File: config.mk
export PLATFORM = sky130hd
export DESIGN_NAME = clk_div_ctrl_flat
export DESIGN_NICKNAME = d
export VERILOG_FILES = /design/src/rtl/clk_div_ctrl_if.sv /design/src/rtl/clk_div_ctrl.sv /design/src/flat_wrapper.sv
export SDC_FILE = /design/constraint.sdc
export NUM_CORES = 1
export LEC_CHECK = 0
export BUFFER_PORTS_ARGS = -buffer_cell sky130_fd_sc_hd__buf_4
export CAP_MARGIN = 20
export CORE_MARGIN = 2
export CORE_UTILIZATION = 55
export DETAILED_ROUTE_END_ITERATION = 8
export PLACE_DENSITY = 0.82
export SLEW_MARGIN = 20
export SYNTH_ARGS = -nofsm -noshare
export SYNTH_HDL_FRONTEND = slang
export SYNTH_SLANG_ARGS = --single-unit
File: constraint.sdc
create_clock -name clk -period 4.5 [get_ports clk]
set_input_delay 0.45 -clock clk [delete_from_list [all_inputs] [get_ports clk]]
set_output_delay 0.45 -clock clk [all_outputs]
set_load 0.05 [all_outputs]
File: src/rtl/clk_div_ctrl_if.sv
// clk_div_ctrl_if: divisor configuration channel (valid/ready transfer plus rejection pulse).
interface clk_div_ctrl_if #(parameter int WIDTH = 30);
   logic             cfg_valid;
   logic [WIDTH-1:0] cfg_n;
   logic             cfg_ready;
   logic             cfg_err;
   modport master (output cfg_valid, cfg_n, input cfg_ready, cfg_err);
   modport slave (input cfg_valid, cfg_n, output cfg_ready, cfg_err);
endinterface

File: src/rtl/clk_div_ctrl.sv
// clk_div_ctrl: run/stop and period-boundary divisor reconfiguration for the programmable divider.
// Define CLK_DIV_CTRL_GRACEFUL_STOP_EN to finish the current period before stopping.
module clk_div_ctrl #(
   parameter int               WIDTH     = 30,
   parameter logic [WIDTH-1:0] N_DEFAULT = WIDTH'(2000001),
   parameter logic [WIDTH-1:0] N_MIN     = WIDTH'(2)
) (
   input  logic             clk,
   input  logic             reset_n,
   input  logic             run,
   clk_div_ctrl_if.slave    cfg,
   output logic [WIDTH-1:0] cur_n,
   output logic             active,
   output logic             tick,
   output logic             div_out
);
   typedef enum logic [1:0] {IDLE, RUN, PEND, STOP} state_t;
   state_t           state_q, state_d;
   logic [WIDTH-1:0] cnt_q, cnt_d, cur_n_q, cur_n_d, pend_n_q, pend_n_d, nxt;
   logic             tick_q, tick_d, div_q, div_d, err_q, err_d;
   logic             acc, good, last;
`ifdef CLK_DIV_CTRL_GRACEFUL_STOP_EN
   logic             pend_vld_q, pend_vld_d;
`endif
   always_comb begin
      acc      = cfg.cfg_valid & cfg.cfg_ready;
      err_d    = acc & (cfg.cfg_n < N_MIN);
      good     = acc & ~err_d;
      last     = cnt_q == cur_n_q - 1'b1;
      nxt      = last ? '0 : cnt_q + 1'b1;
      state_d  = state_q;
      cnt_d    = nxt;
      cur_n_d  = cur_n_q;
      pend_n_d = pend_n_q;
`ifdef CLK_DIV_CTRL_GRACEFUL_STOP_EN
      pend_vld_d = pend_vld_q;
`endif
      unique case (state_q)
         IDLE: begin
            cnt_d   = '0;
            cur_n_d = good ? cfg.cfg_n : cur_n_q;
            state_d = run ? RUN : IDLE;
         end
         RUN: begin
            // a divisor arriving on the last count can be used by the very next period
            cur_n_d  = good && last ? cfg.cfg_n : cur_n_q;
            pend_n_d = good && !last ? cfg.cfg_n : pend_n_q;
            state_d  = good && !last ? PEND : RUN;
            if (!run) begin
`ifdef CLK_DIV_CTRL_GRACEFUL_STOP_EN
               pend_vld_d = good && !last;
               state_d    = last ? IDLE : STOP;
`else
               state_d = IDLE;
               cnt_d   = '0;
               cur_n_d = good ? cfg.cfg_n : cur_n_q;
`endif
            end
         end
         PEND: begin
            cur_n_d = last ? pend_n_q : cur_n_q;
            state_d = last ? RUN : PEND;
            if (!run) begin
`ifdef CLK_DIV_CTRL_GRACEFUL_STOP_EN
               pend_vld_d = !last;
               state_d    = last ? IDLE : STOP;
`else
               state_d = IDLE;
               cnt_d   = '0;
               cur_n_d = pend_n_q;
`endif
            end
         end
`ifdef CLK_DIV_CTRL_GRACEFUL_STOP_EN
         STOP: begin
            cur_n_d    = last && pend_vld_q ? pend_n_q : cur_n_q;
            pend_vld_d = pend_vld_q && !last && !run;
            state_d    = last ? (run ? RUN : IDLE) : (run ? (pend_vld_q ? PEND : RUN) : STOP);
         end
`endif
         default: state_d = IDLE;
      endcase
      tick_d = state_d != IDLE && cnt_d == '0;
      div_d  = state_d != IDLE && cnt_d < (cur_n_d >> 1);
   end
   always_ff @(posedge clk or negedge reset_n)
      if (!reset_n) begin
         state_q  <= IDLE;
         cnt_q    <= '0;
         cur_n_q  <= N_DEFAULT;
         pend_n_q <= '0;
         tick_q   <= 1'b0;
         div_q    <= 1'b0;
         err_q    <= 1'b0;
`ifdef CLK_DIV_CTRL_GRACEFUL_STOP_EN
         pend_vld_q <= 1'b0;
`endif
      end else begin
         state_q  <= state_d;
         cnt_q    <= cnt_d;
         cur_n_q  <= cur_n_d;
         pend_n_q <= pend_n_d;
         tick_q   <= tick_d;
         div_q    <= div_d;
         err_q    <= err_d;
`ifdef CLK_DIV_CTRL_GRACEFUL_STOP_EN
         pend_vld_q <= pend_vld_d;
`endif
      end
   assign cfg.cfg_ready = state_q == IDLE || state_q == RUN;
   assign cfg.cfg_err   = err_q;
   assign cur_n         = cur_n_q;
   assign active        = state_q != IDLE;
   assign tick          = tick_q;
   assign div_out       = div_q;
endmodule

File: src/flat_wrapper.sv
// flat-port wrapper written by rule: the top's interface ports become plain ports
module clk_div_ctrl_flat 
#(
   parameter int               WIDTH     = 30,
   parameter logic [WIDTH-1:0] N_DEFAULT = WIDTH'(2000001),
   parameter logic [WIDTH-1:0] N_MIN     = WIDTH'(2)
)
  (clk, reset_n, run, cur_n, active, tick, div_out, cfg_cfg_valid, cfg_cfg_n, cfg_cfg_ready, cfg_cfg_err);
  clk_div_ctrl_if #(.WIDTH(WIDTH)) cfg_i ();
  input  logic clk;
  input  logic reset_n;
  input  logic run;
  output logic [WIDTH-1:0] cur_n;
  output logic active;
  output logic tick;
  output logic div_out;
  input wire logic [$bits(cfg_i.cfg_valid)-1:0] cfg_cfg_valid;
  input wire logic [$bits(cfg_i.cfg_n)-1:0] cfg_cfg_n;
  output wire logic [$bits(cfg_i.cfg_ready)-1:0] cfg_cfg_ready;
  output wire logic [$bits(cfg_i.cfg_err)-1:0] cfg_cfg_err;
  assign cfg_i.cfg_valid = cfg_cfg_valid;
  assign cfg_i.cfg_n = cfg_cfg_n;
  assign cfg_cfg_ready = cfg_i.cfg_ready;
  assign cfg_cfg_err = cfg_i.cfg_err;
  clk_div_ctrl #(.WIDTH(WIDTH), .N_DEFAULT(N_DEFAULT), .N_MIN(N_MIN)) u_core (.clk(clk), .reset_n(reset_n), .run(run), .cfg(cfg_i), .cur_n(cur_n), .active(active), .tick(tick), .div_out(div_out));
endmodule
## Yosys cells after proc, flatten, opt, wreduce, memory -nomap -nowiden

Cells that the tools add are included.

- Word-level logic and storage cells: 50
- Input bits: 34
- Flip-flop bits (word level): 95

- Muxes and demuxes: 15
- Equality and inequality tests: 5
- Add/subtract/negate cells: 2
- Magnitude comparators: 2
- Reduce and logical (&&, ||, !) cells: 14
- Bitwise gates (word level): 4

Operators with widths:

| operator | number |
|---|---|
| 2-to-1 mux 30 bit | 7 |
| case mux 30 bit (3 select lines) | 1 |
| case mux 30 bit (2 select lines) | 1 |
| adder 30 x 1 -> 30 bit (second input constant) | 1 |
| == test 30 bit | 1 |
| zero test 30 bit | 1 |
| < comparator 30 x 2 -> 1 bit (second input constant) | 1 |
| < comparator 30 x 29 -> 1 bit | 1 |
| subtractor 30 x 1 -> 30 bit (second input constant) | 1 |
| 2-to-1 mux 2 bit | 4 |
| != test 3 x 2 -> 1 bit (second input constant) | 2 |
| case mux 2 bit (3 select lines) | 1 |
| logical AND 1 bit | 4 |
| nonzero test 2 bit | 2 |
| AND 1 bit | 3 |
| AND reduction 3 bit | 1 |
| nonzero test 3 bit | 1 |
| == test 2 x 1 -> 1 bit (second input constant) | 1 |
| == test 2 bit (second input constant) | 1 |
| zero test 2 bit | 1 |
| AND reduction 2 bit | 1 |
| OR reduction 2 bit | 1 |
| zero test 1 bit | 1 |
| logical OR 1 bit | 1 |
| other kinds (2) | 2 |

## Logic depth before layout (Yosys ltp)

Gate-level depths: netlist of the first run.

- Depth in word-level cells: 12
- Mapped depth: 25

## Worst setup path after synthesis of the first run

Ideal clock, no wire load.

- Path kind: register to register
- From: register u_core.cur_n_q[0] (netlist: u_core.cur_n[0])
- To: register u_core.div_q (netlist: u_core.div_out)
- Library setup time: 0.082 ns
- Arrival time: 4.947 ns
- Period minus slack after synthesis: 5.029 ns
- Path slack: -0.529 ns
- Data required time: 4.418 ns
- Buffers on the path: 4
- Stages on the path, launching flop included: 26
- Cells stage by stage: dfstp_2 > buf_2 > inv_1 > ha_1 > or4b_4 > and4bb_1 > buf_4 > and3_1 > a31o_2 > a2111oi_4 > o2111ai_2 > nand2_2 > o221ai_2 > buf_6 > buf_6 > a221oi_2 > ha_1 > a21o_1 > a21o_1 > a21oi_1 > o21ai_0 > a21o_1 > a21oi_1 > o211ai_1 > a211o_1 > a31oi_1

- Word-level cells in the longest chain between the ends: 9
- Elaborated cells on any way between the ends: 21

Ends and longest elaborated chain:

| what | RTL line | RTL |
|---|---|---|
| from (decl) | clk_div_ctrl.sv:19 | `logic [WIDTH-1:0] cnt_q, cnt_d, cur_n_q, cur_n_d, pend_n_q, pend_n_d, nxt;` |
| from (signal assigned) | clk_div_ctrl.sv:101 | `cur_n_q <= cur_n_d;` |
| subtractor 30 x 1 -> 30 bit * | clk_div_ctrl.sv:29 | `last = cnt_q == cur_n_q - 1'b1;` |
| == test 30 bit * | clk_div_ctrl.sv:29 |  |
| branches (longest 6 deep; another with < comparator 30 x 29 -> 1 bit) | - |  |
| logical AND 1 bit * | clk_div_ctrl.sv:84 | `div_d = state_d != IDLE && cnt_d < (cur_n_d >> 1);` |
| net u_core.div_d | clk_div_ctrl.sv:20 | `logic tick_q, tick_d, div_q, div_d, err_q, err_d;` |
| to (signal assigned) | clk_div_ctrl.sv:104 | `div_q <= div_d;` |
| to (decl) | clk_div_ctrl.sv:20 |  |

Mark *: on every way through the listed nets, which the timed path passes. The select of a mux whose other input is x is not followed.
A chain may end at the register's enable or synchronous reset.

## Final worst setup path of the first run

- From: register u_core.cur_n_q[1] (netlist: u_core.cur_n[1])
- To: register u_core.div_q (netlist: u_core.div_out)

- Word-level cells in the longest chain between the ends: 9
- Elaborated cells on any way between the ends: 22

Ends and longest elaborated chain:

| what | RTL line |
|---|---|
| branches (longest 8 deep; another with subtractor 30 x 1 -> 30 bit) | - |
| logical AND 1 bit * | clk_div_ctrl.sv:84 |
| net u_core.div_d | clk_div_ctrl.sv:20 |

Marked as above.

==> flow_summary.yaml, run 1 <==
sta:
  clock_skew_ps: 12.0
  report.final.hold_viol_count: 0
  rsz0062_at_grt: "true"
  post-route-min-period_ps: 4970
  worst-slew-pin-transition_ps: 867
  final_max_slew_viol_count: 0
  fin_crit_sh: 1.10
  timing.final.ws_setup_ps: -466
  max_freq_mhz: 201
  setup_violations: 1
  maxSlewHeadroom: 0.422
clocking:
  cts_tree: "yes"
  h-tree-depth: 3
  cts_buffer_depth: 2
  postCtsHoldBufs: 0
  root_buffer: "clkbuf_16"
  clk_pin_slew_worst_paths_ps: 70
  cts_sinks: 95
  clk_latency_ps: 360
  numCtsBuffers: 9
global_route:
  grt_pass1_vias: 7010
  grt_max_degree: 66
  grt_pass1_wl_um: 37800
  antenna_found_initial: 0
  grt_usage: 0.338
  grt-ovfl-total: 0
finish:
  stdcell_area_mm2: 0.00941
  syn_to_final_growth_pct: 26.7
  drive_above_1_share: 0.365
  fin_nets: 998
  utilization: 0.714
  n_fill_cell: 910
  diodes: 0
synthesis:
  syn_nets: 859
  synth.largest_area_cell: "dfrtp_1"
  ys.warnings.count: 0
  yosysUniqueCellTypes: 73
  synth_edf_count: 0
  syn_area_per_cell_um2: 9.40
  synthArstFlopShare: 1.00
  ys_top_cells_by_area: "dfrtp_1 (29%), ha_1 (5.9%), mux2_2 (4.9%)"
  syn-cell-area_mm2: 0.00743
  synth_most_common_cell: "nor2_1"
  seq_area_frac_synth: 0.321
  syn_inst: 790
  synth_seq_cells: 95
  synth_top_area_share: 0.293
  netlist_top_cells_count: "nor2_1 (91), dfrtp_1 (87), clkbuf_1 (38)"
  ys.flop_type: "dfrtp_1"
drt:
  drtAntennaViolNets: 0
  first_pass_iters: 5
  wl_met1_um: 9780
  drtIter0Drc: 807
  finalWirelength_um: 24300
  drc_errors: 0
  vias: 7373
  dr_wl_met2_um: 11000
  wl_met3_um: 2730
  maxUsedRoutingLayer: "met4"
  wl_per_cell_um: 21.9
  avgViaCountPerCell: 6.64
floorplan:
  rows: 42
  dieArea_mm2: 0.0145
  fp.dieH_um: 120
  coreArea_mm2: 0.0132
  io_pins: 69
  die_w_um: 120
  start_util: 0.563
setup_path:
  critPathCaptureType: "flip-flop"
  r2r_slack_ps: -470
  r2r_cells: 22
  start_kind: "flip-flop"
  cp.arrival_ps: 5240
  r2r_start: "u_core.cur_n[1]"
  crit_required_ps: 4770
  critPathKind: "reg2reg"
  path_max_fanout: 7
  worstReg2RegEnd: "u_core.div_out"
placed_design:
  gp_congestion: 0.983
  post_dp_cell_area_mm2: 0.00882
  io_buffers: 68
  dp_hpwl_um: 17500
min_path:
  min_path_type: "in2async"
run_status:
  status: "finished with violations"
  violations: "setup timing"
flow_run:
  maxCapViolCount: 0
power:
  peakVddDrop_uv: 395
  p_leak_nw: 4.20
  pwr_density_cell_mw_per_mm2: 602
==> report_power, final <==
| group | switching, mW | leakage, nW | internal (mW) |
|---|---|---|---|
| sequential | 0.250 | 1.18 | 1.15 |
| combinational | 1.92 | 2.85 | 1.40 |
| clock | 0.353 | 0.173 | 0.599 |
==> registers in the layout, indices dropped and copies added, names as in the netlist <==
name / count
u_core.pend_n_q: 30
u_core.cnt_q: 30
u_core.div_out: 1
u_core.tick: 1
u_core.cfg.cfg_err: 1
u_core.cur_n: 30
u_core.state_q: 2
==> worst max-delay path, stage by stage, from the launching register on <==
cell and delay [ps]:
dfrtp_2 440, inv_2 100, ha_4 130, or4b_4 500, and4bb_2 370, o22ai_1 90, nor4_1 270, and4b_2 320
o2111ai_4 160, buf_6 180, a211oi_4 280, buf_6 200, a221oi_2 70, ha_1 320, a21o_1 160, a21o_1 160
a21o_1 160, a21oi_1 180, nor2b_1 70, o21ai_1 160, o211ai_1 120, a211o_1 260, a31oi_1 170
==> cells by family (layout without fill, tap and decap cells) <==
kind of cell,count (synthesis),count (layout),share of synthesized area
AND/OR/NAND/NOR,266,266,0.188
AO/OA/AOI/OAI,183,183,0.213
flip-flops,95,95,0.321
buffers and inverters,84,228,0.0529
XOR/XNOR,64,64,0.0755
multiplexers,63,63,0.0903
adder cells (fa/ha/maj),35,35,0.0590
==> cell type report <==
class	count	area, um^2	share of cell area
sequential	95	2400	0.255
inverter	16	60.1	0.00638
multi-input combinational	611	4820	0.512
timing repair buffer	196	1550	0.165
clock buffer	10	229	0.0243
clock inverter	6	133	0.0141
tap	176	220	0.0234
==> how the worst max path moves through the flow <==
| stage | from | endpoint | slack, ps | cells after the start |
|---|---|---|---|---|
| 3_3_place_gp | u_core.cur_n[1] | u_core.div_out | -240 | 21 |
| 5_1_grt | u_core.cur_n[1] | u_core.div_out | -600 | 22 |
| 4_1_cts | u_core.cur_n[1] | u_core.div_out | -250 | 21 |
| 3_5_place_dp | u_core.cur_n[1] | u_core.div_out | -360 | 20 |
| 6_report | u_core.cur_n[1] | u_core.div_out | -470 | 22 |
| 2_1_floorplan | u_core.cur_n[0] | u_core.div_out | -200 | 25 |
==> stage by stage <==
step                TNS, ps  power, mW  worst slack, ps  std cells  hold WS (ps)
floorplan              -200       3.40             -200        790           154
global placement       -241       4.46             -241       1080           488
detailed placement     -360       4.52             -360       1080           496
CTS                    -248       5.53             -248       1105           239
global route           -600       5.91             -600       1110           283
finish                 -466       5.67             -466       1110           213
==> metal layers <==
| layer | up-vias | GRT usage |
|---|---|---|
| met2 | 446 | 0.520 |
| li1 | 3280 | - |
| met3 | 66 | 0.0887 |
| met4 | 0 | 0.115 |
| met1 | 3581 | 0.466 |
| met5 | - | 0 |
==> cells in the final DEF (no fill, tap or decap), types with 4 or more instances in the layout <==
master	Yosys	routed
mux2i_1	31	31
buf_12	0	4
a21oi_1	20	16
inv_1	16	14
o21ai_0	18	15
nand2b_1	5	5
a221o_1	27	27
a21oi_2	0	4
nand4_1	16	16
buf_4	3	184
nor4_1	17	17
dfrtp_2	0	7
a31oi_1	10	9
mux2_2	32	32
nand2_1	32	32
nor2_1	91	89
ha_1	35	33
a21o_1	10	10
xor2_1	31	31
buf_6	6	8
dfstp_2	8	8
and2_1	4	4
nor3_1	22	21
a221oi_2	17	18
bufinv_16	0	4
and3_1	5	4
a31o_2	27	26
o31ai_1	4	4
o211ai_1	4	4
a221oi_1	10	8
xnor2_1	33	33
nand3_1	24	24
nor2b_1	9	8
and4_1	5	5
clkbuf_16	0	9
dfrtp_1	87	80
or3_1	12	12
nor4_2	6	4
==> repair_timing <==
| action | 4_1_cts | 5_1_grt |
|---|---|---|
| gates resized for setup | 18 | 12 |
| buffers inserted | 9 | 5 |
| pin swaps | 19 | 18 |
| endpoints found under the setup margin | 1 | 1 |
Power figures use the tool's default switching activity.
==> run 2, diff against run 1 <==
--- a/config.mk
+++ b/config.mk
@@ -7,10 +7,11 @@
 export LEC_CHECK = 0
 export BUFFER_PORTS_ARGS = -buffer_cell sky130_fd_sc_hd__buf_4
 export CAP_MARGIN = 20
+export CORE_ASPECT_RATIO = 2
 export CORE_MARGIN = 2
-export CORE_UTILIZATION = 55
+export CORE_UTILIZATION = 61
 export DETAILED_ROUTE_END_ITERATION = 8
-export PLACE_DENSITY = 0.82
+export PLACE_DENSITY = 0.86
 export SLEW_MARGIN = 20
 export SYNTH_ARGS = -nofsm -noshare
 export SYNTH_HDL_FRONTEND = slang
==> constraint.sdc (replaced) <==
create_clock -name clk -period 4.69 [get_ports clk]
set_input_delay 0.469 -clock clk [delete_from_list [all_inputs] [get_ports clk]]
set_output_delay 0.469 -clock clk [all_outputs]
set_load 0.05 [all_outputs]
==> run 2 against run 1 <==
  * Utilization is 6.6 points higher
  * Via count up 1.5%
  * Sequential share of layout area rose by 0.21 points
  * Clock power decreased by 13%
  * Die area shrank 9.1%
  * The run still ends with setup timing left
  * Final area is 0.82% lower
  * Largest power group unchanged
  * Largest cell class unchanged
==> flow_summary.yaml, run 2 (same netlist as run 1, synthesis figures left out) <==
run_status:
  status: "finished with violations"
  violations: "setup timing"
drt:
  finalWirelength_um: 25000
  first_pass_iters: 5
  vias: 7486
  avgViaCountPerCell: 7.02
  drtAntennaViolNets: 0
  drtIter0Drc: 795
  drc_errors: 0
  wl_per_cell_um: 23.4
finish:
  layout_common_cells: "buf_4 (166), nor2_1 (88), dfrtp_1 (80), ha_1 (34), xnor2_1 (33)"
  layout.cells.non_filler: 1067
  syn_to_final_growth_pct: 25.7
  diodes: 0
  fin_nets: 984
  n_fill_cell: 757
  drive_above_1_share: 0.363
  utilization: 0.779
  stdcell_area_mm2: 0.00933
  final_common_cell: "buf_4"
sta:
  final_max_slew_viol_count: 0
  max_freq_mhz: 194
  report.final.hold_viol_count: 0
  rsz0062_at_grt: "true"
  setup_violations: 1
  whs_ps: 243
  tns_ps: -471
  post-route-min-period_ps: 5160
  worst-slew-pin-transition_ps: 948
  maxSlewHeadroom: 0.368
  clock_skew_ps: 10.3
  fin_crit_sh: 1.10
  timing.final.ws_setup_ps: -471
clocking:
  cts_sinks: 95
  cts_buffer_depth: 2
  h-tree-depth: 3
  root_buffer: "clkbuf_16"
  cts_tree: "yes"
  numCtsBuffers: 9
  clk_latency_ps: 360
  clk_pin_slew_worst_paths_ps: 80
  postCtsHoldBufs: 0
setup_path:
  critPathCaptureType: "flip-flop"
  cpMostUsedCell: "a21o_1"
  path_max_fanout: 7
  cp.arrival_ps: 5430
  critPathKind: "reg2reg"
  r2r_start: "u_core.cur_n[1]"
  max_stage_delay_ps: 500
  cp_cell_sequence: "inv_2 -> ha_4 -> or4b_4 -> and4bb_2 -> a21oi_1 -> a311oi_1 -> and4b_2 -> o2111ai_4 -> buf_6 -> a211oi_4 -> buf_6 -> a221oi_2 -> ha_1 -> a21o_1 -> a21o_1 -> a21oi_1 -> o21ai_1 -> a21o_1 -> a21oi_2 -> o211ai_1 -> a211o_1 -> a31oi_1"
  crit_start: "u_core.cur_n[1]"
  start_kind: "flip-flop"
  slowest_stage: "or4b_4"
  crit_required_ps: 4960
power:
  pwr_density_cell_mw_per_mm2: 581
  peakVddDrop_uv: 434
  p_leak_nw: 4.17
  power_mw: 5.42
global_route:
  grt-ovfl-total: 0
  grt_max_degree: 72
  grt_pass1_wl_um: 38000
  antenna_found_initial: 0
  grt_pass1_vias: 7233
  grt_usage: 0.378
floorplan:
  start_util: 0.620
  die_w_um: 82.0
  dieArea_mm2: 0.0131
  fp.dieH_um: 160
  coreArea_mm2: 0.0120
  rows: 57
  io_pins: 69
min_path:
  min_path_type: "in2async"
placed_design:
  post_dp_cell_area_mm2: 0.00865
  gp_congestion: 0.968
  post-place-ws_ps: -299
  io_buffers: 68
  dp_hpwl_um: 17600
  dp.cells: 1030
flow_run:
  maxCapViolCount: 0
## run 2: path summary, 6_finish.rpt
path	to	slack (ps)	cells after the start
worst max-delay path	u_core.div_out	-470	22
min in group clk	u_core.pend_n_q[0]	360	2
worst min register to register	u_core.pend_n_q[7]	510	1
worst max register to register	u_core.div_out	-470	22
max in group asynchronous	u_core.cur_n[5]	3560	2
worst min-delay path	u_core.cur_n[3]	240	1
## run 2: power breakdown
group | total (mW) | internal [mW] | switching [mW]
registers | 1.35 | 1.10 | 0.245
logic | 3.25 | 1.35 | 1.91
clock network | 0.824 | 0.472 | 0.352
total | 5.42 | 2.92 | 2.50
## run 2: worst max-delay path: cells and delay by family, from the launching register on
| kind | cells | cell delay (ps) |
|---|---|---|
| flip-flops | 1 | 440 |
| adder cells (fa/ha/maj) | 2 | 470 |
| buffers and inverters | 3 | 470 |
| AO/OA/AOI/OAI | 14 | 2500 |
| AND/OR/NAND/NOR | 3 | 1190 |
## run 2: metal layers
metal,share of wire,global-route usage
met1,0.36,0.474
met2,0.49,0.607
met3,0.082,0.0565
met4,0.067,0.213
met5,0,0
## run 2: timing repair
action | 4_1_cts | 5_1_grt
pin swaps | 14 | 19
setup buffers | 11 | 10
cloned | 1 | 0
setup endpoints to repair | 1 | 1
resized for setup | 21 | 19
## run 2: final cells by class
cell class	instances	area, um^2	share of cell area
well taps	147	184	0.0197
inverters	16	60.1	0.00643
flip-flops and latches	95	2400	0.257
repair buffers	182	1510	0.162
clock inverters	6	91.3	0.00979
clock buffers	10	229	0.0245
multi-input cells	611	4860	0.521
